### config.mk
export PLATFORM = sky130hd
export DESIGN_NAME = imm_chunk_seq
export DESIGN_NICKNAME = d
export VERILOG_FILES = /design/src/rtl/imm_chunk_seq.sv
export SDC_FILE = /design/constraint.sdc
export NUM_CORES = 1
export LEC_CHECK = 0
export BUFFER_PORTS_ARGS = -buffer_cell sky130_fd_sc_hd__buf_4
export CAP_MARGIN = 10
export CORE_MARGIN = 10
export CORE_UTILIZATION = 44
export DETAILED_ROUTE_END_ITERATION = 10
export PLACE_DENSITY = 0.74
export SLEW_MARGIN = 15
export SYNTH_ARGS = -nofsm -noshare
export SYNTH_HDL_FRONTEND = slang
export SYNTH_SLANG_ARGS = --single-unit
export TNS_END_PERCENT = 30
### constraint.sdc
create_clock -name clk -period 1.15 [get_ports clk]
set_input_delay 0.23 -clock clk [delete_from_list [all_inputs] [get_ports clk]]
set_output_delay 0.23 -clock clk [all_outputs]
set_load 0.05 [all_outputs]
### src/rtl/imm_chunk_seq.sv
`default_nettype none
// ============================================================================
// Module  : imm_chunk_seq
// Brief   : Assembles an 8-bit signed immediate from 2-bit chunks; the first
//           chunk goes through an external sign extender, later ones shift in.
// Revision: 1.0 - initial release
// ============================================================================
module imm_chunk_seq #(
    parameter int MAX_CHUNKS = 4            // legal range 1..4
) (
    input  logic       clk,
    input  logic       reset,
    input  logic       chunk_valid,
    input  logic [1:0] chunk_data,
    input  logic       chunk_last,
    output logic       chunk_ready,
    output logic [1:0] sext_in,
    input  logic [7:0] sext_out,
    output logic       imm_valid,
    output logic [7:0] imm_data,
    output logic       imm_err,
    input  logic       imm_ready
);

    localparam logic [2:0] C_MAX_CNT = 3'(MAX_CHUNKS);

    typedef enum logic [1:0] {
        S_IDLE  = 2'd0,
        S_ACCUM = 2'd1,
        S_DONE  = 2'd2
    } state_t;

    state_t     state_q, state_d;
    logic [7:0] acc_q, acc_d;
    logic [2:0] cnt_q, cnt_d;
    logic       err_q, err_d;
    logic       w_accept;

    assign sext_in  = chunk_data;
    assign w_accept = chunk_valid & chunk_ready;

    always_ff @(posedge clk) begin
        if (reset) begin
            state_q <= S_IDLE;
            acc_q   <= 8'h00;
            cnt_q   <= 3'd0;
            err_q   <= 1'b0;
        end else begin
            state_q <= state_d;
            acc_q   <= acc_d;
            cnt_q   <= cnt_d;
            err_q   <= err_d;
        end
    end

    always_comb begin
        state_d     = state_q;
        acc_d       = acc_q;
        cnt_d       = cnt_q;
        err_d       = err_q;
        chunk_ready = 1'b0;
        imm_valid   = 1'b0;
        case (state_q)
            S_IDLE: begin
                chunk_ready = 1'b1;
                if (w_accept) begin
                    acc_d = sext_out;
                    cnt_d = 3'd1;
                    if (chunk_last) begin
                        state_d = S_DONE;
                        err_d   = 1'b0;
                    end else if (C_MAX_CNT == 3'd1) begin
                        state_d = S_DONE;
                        err_d   = 1'b1;
                    end else begin
                        state_d = S_ACCUM;
                    end
                end
            end
            S_ACCUM: begin
                chunk_ready = 1'b1;
                if (w_accept) begin
                    // Plain logical shift: bits above the 8-bit window drop off.
                    acc_d = {acc_q[5:0], chunk_data};
                    cnt_d = cnt_q + 3'd1;
                    if (chunk_last) begin
                        state_d = S_DONE;
                        err_d   = 1'b0;
                    end else if (cnt_q + 3'd1 == C_MAX_CNT) begin
                        state_d = S_DONE;
                        err_d   = 1'b1;
                    end
                end
            end
            S_DONE: begin
                imm_valid = 1'b1;
                if (imm_ready) begin
                    state_d = S_IDLE;
                    cnt_d   = 3'd0;
                    err_d   = 1'b0;
                end
            end
            default: begin
                // Unreachable encoding: recover to the reset condition.
                state_d = S_IDLE;
                acc_d   = 8'h00;
                cnt_d   = 3'd0;
                err_d   = 1'b0;
            end
        endcase
    end

    assign imm_data = acc_q;
    assign imm_err  = imm_valid & err_q;

endmodule
`default_nettype wire

Word-level counts from Yosys, hierarchy flattened
Index checks and enable logic that the tools add are counted.

Eq/ne operators: 8. Multiplexer cells: 23. Reduce and logical (&&, ||, !) cells: 6. Add/subtract/negate cells: 1. Bitwise logic cells: 3.

Operator list (count): $pmux W8 S3 (1); $mux W8 (2); $mux W2 (6); $mux W3 (3); $pmux W3 S3 (1); $mux W1 (8); $ne A2 B2 Y1 const B (4); $pmux W2 S3 (1); $reduce_and A3 Y1 (2); $reduce_and A5 Y1 (1); $reduce_and A4 Y1 (1); $add A3 B1 Y3 const B (1); $eq A3 B3 Y1 const B (1); $ne A3 B3 Y1 const B (1); $pmux W1 S3 (1); $and A1 B1 Y1 (2); $eq A2 B1 Y1 const B (1); $eq A2 B2 Y1 const B (1); $logic_not A2 Y1 (1); $reduce_or A2 Y1 (1); $not A1 Y1 (1).

Output and inout bits: 13. Bits of input ports: 15. Word-level logic and storage cells: 45. Flip-flop bits (word level): 14.

Depth between registers and ports, before layout
Word-level depth: 6. Gate-level depth with buffers: 5. Mapped depth without buffers: 4.

Least setup slack after synthesis
OpenSTA, ideal clock, no wires.

Path type: reg-to-output. Start: reg state_q[1]. End: out imm_err. Data arrival time: 1692 ps. Path buffers: 2. Required time: 920 ps. Cell stages (with the launch flop): 5. Setup slack: -772 ps. Cells stage by stage: dfxtp_1 -> buf_6 -> inv_1 -> buf_6 -> nor3_1.

Word-level cells in the longest chain between the ends: 3.

Ends and longest elaborated chain: start, declared (line 33) `state_t state_q, state_d;`; start signal, assigned (line 49) `state_q <= state_d;`; $eq A2 B2 Y1 (line 63) `case (state_q)`; $mux W1 (line 63); $and A1 B1 Y1 (line 114) `assign imm_err = imm_valid & err_q;`; end, declared (line 21) `output logic imm_err,`.

No other way between the ends.

Worst setup path in the final report
Start: reg state_q[0]. End: out imm_err.

The elaborated chain is that of the path after synthesis.

==> flow_summary.json <==
{
  "cp_slowest_stage_delay_ns": 0.37,
  "drive_gt1_share_pct": 58.6,
  "yosysTopAreaCell": "dfxtp_1",
  "synth_area_um2": 863,
  "cts_hold_buf": 0,
  "synthTopCellsByArea": "dfxtp_1 (32%), buf_6 (6.5%), a21oi_1 (5.2%)",
  "placementRows": 15,
  "fin_util_pct": 71.5,
  "initial_core_util_pct": 47.9,
  "peakVddDrop_v": 0.000603,
  "cts.path.max_buffers": 2,
  "cp_top_family": "flip-flops",
  "tns_ns": -0.633,
  "cts_buffers": 3,
  "synth_cell_type_count": 36,
  "num_antenna_cells": 0,
  "cts_root_buffer": "clkbuf_4",
  "holdCritPathClass": "in -> reg",
  "routedWlPerCell_um": 16.3,
  "setup_viol": 13,
  "synth_top_area_share_pct": 32.5,
  "syn_avg_cell_area_um2": 8.99,
  "ys_seq_elements": 14,
  "cp_max_fo": 3,
  "clk_latency_ns": 0.28,
  "r2r.worst_path.cells": 5,
  "grt_use_met3_pct": 4.01,
  "drv_slew": 0,
  "end_kind": "primary output",
  "dr.pass1.iters": 4,
  "whs_path_depth": 2,
  "drc": 0,
  "violations": "setup timing",
  "gp_congestion": 0.843,
  "power_leakage_nw": 0.554,
  "fin_ws_ns": -0.146,
  "worst_pin_slew_ns": 0.305,
  "cts_sinks": 14,
  "overflow": 0,
  "wl_mm": 2.58,
  "fin_skew_ns": 0.00655,
  "synth-async-reset-ratio_pct": 0,
  "rsz0062_at_grt": "true",
  "synth_edf_count": 0,
  "min_period_over_period_pct": 113,
  "fin_crit_ns": 1.30,
  "io_buffers": 27,
  "hpwl_mm": 1.79,
  "htreeDepth": 1,
  "grt_pass1_vias": 915,
  "critPathRequiredTime_ns": 0.92,
  "path_class": "reg -> out",
  "synth_nets": 113,
  "cap_violations": 0,
  "path_clk_slew_ns": 0.08,
  "worstPathArrival_ns": 1.07,
  "core_mm2": 0.00180,
  "power.total_mw": 1.26,
  "io-pin-count": 28,
  "path_cells": "buf_12, nor3_4, buf_6",
  "cp.depth": 3,
  "area_delta_synth_final_pct": 49.1,
  "die_y_um": 64.3,
  "crit_path_top_delay_cell": "dfxtp_4",
  "grt_util_met1_pct": 14.4,
  "grtUsageMet2_pct": 20.3,
  "busiest_layer": "met2",
  "place_inst": 151,
  "synth_cells": 96,
  "fmax_mhz": 771,
  "p_per_area_mw_per_mm2": 976,
  "drt-initial-drc-count": 26,
  "yosys_warnings": 0,
  "num_vias": 883,
  "grt_pass1_wl_mm": 4.12,
  "antenna_found_initial": 0,
  "synth_ff_type": "dfxtp_1",
  "crit_buf_inv": 2,
  "slew-limit-headroom_pct": 79.5,
  "ant_nets": 0,
  "cts_tree": "built",
  "die_area_mm2": 0.00413,
  "ys_seq_area_share_pct": 32.5,
  "fin_nets": 152,
  "track_usage_pct": 12.1,
  "pre_cts_ws_ns": -0.0604,
  "status": "complete, but fails checks",
  "grt_max_degree": 16,
  "finalHoldViolCount": 0,
  "via_per_inst": 5.59,
  "critPathLaunchType": "flop",
  "final_cells": 158,
  "fp.dieW_um": 64.3
}
## synth_stat cells (2+ instances only)
cell / count
inv_1: 4
ha_1: 2
a21oi_1: 9
o22ai_1: 6
o21ai_0: 2
buf_6: 5
o21ai_1: 2
nand2_1: 5
a211oi_1: 2
buf_4: 2
a31oi_1: 4
dfxtp_1: 14
and3_2: 5
nor2_1: 6
a22oi_1: 3
and2_1: 4
mux2_2: 2
## area by class of cell
class / count / area, µm²
Inverter: 4 / 17.5
Multi-Input combinational cell: 69 / 566
Tap cell: 25 / 31.3
Clock buffer: 3 / 22.5
Fill cell: 139 / 514
Sequential cell: 14 / 288
Timing Repair Buffer: 43 / 363
## final timing paths
path / start / to / slack (ns)
setup reg to reg: state_q[1] / err_q / -0.11
hold reg to reg: imm_data[6] / imm_data[6] / 0.55
hold / removal: reset / state_q[1] / 0.20
setup / recovery: state_q[0] / imm_err / -0.15
## metrics by stage
stage / hold slack, ns / cell area [µm²]
after floorplan: 0.400 / 882
after global placement: 0.491 / 1120
after detailed placement: 0.494 / 1120
after CTS: 0.195 / 1220
after global routing: 0.208 / 1290
final: 0.201 / 1290
## worst reg2reg max path, stage by stage (launching register included)
cell      delay [ns]
dfxtp_4         0.38
buf_4           0.17
buf_4           0.14
nor2_2          0.04
nand4b_1        0.20
a221oi_2        0.24
## per-layer routing
layer / vias to the layer above / wire length (µm)
met1: 427 / 1130
met4: 0 / 31
met5: - / 0
met2: 27 / 1300
met3: 4 / 124
li1: 425 / -
## placed cells by master, fill, tap and decap left out, types with 2 or more instances in the layout
cell,count
clkbuf_4,3
a21oi_2,4
o22ai_1,6
buf_4,38
a31oi_1,4
a21oi_1,5
o21ai_0,2
nor2_4,2
a22oi_1,2
buf_6,2
and2_1,4
dfxtp_1,12
nor2_1,4
inv_1,3
a211oi_2,2
dfxtp_4,2
nand2_1,4
mux2_2,2
buf_12,2
and3_2,5
## registers in the layout, indices dropped and copies added (netlist names)
signal	cells
imm_data	8
cnt_q	3
state_q	2
err_q	1
## cells by family after synthesis
| family | share of synthesized area, % |
|---|---|
| fa+ha+maj | 2.90 |
| simple gates | 20.0 |
| buf+inv | 13.3 |
| flops | 32.5 |
| xor+xnor | 1.88 |
| mux | 3.77 |
| compound gates | 25.7 |
## what timing repair did
action	in CTS	in global routing
resized for setup	12	16
endpoints found under the setup margin	11	18
pin swaps	2	5
setup buffers	4	0
## report_power, final
group | internal, mW | switching (mW) | leakage, nW
Combinational | 0.191 | 0.246 | 0.424
Sequential | 0.514 | 0.0328 | 0.116
Clock | 0.121 | 0.151 | 0.0138
Total | 0.826 | 0.430 | 0.554
No activity file was read; power rests on OpenSTA's default activity.
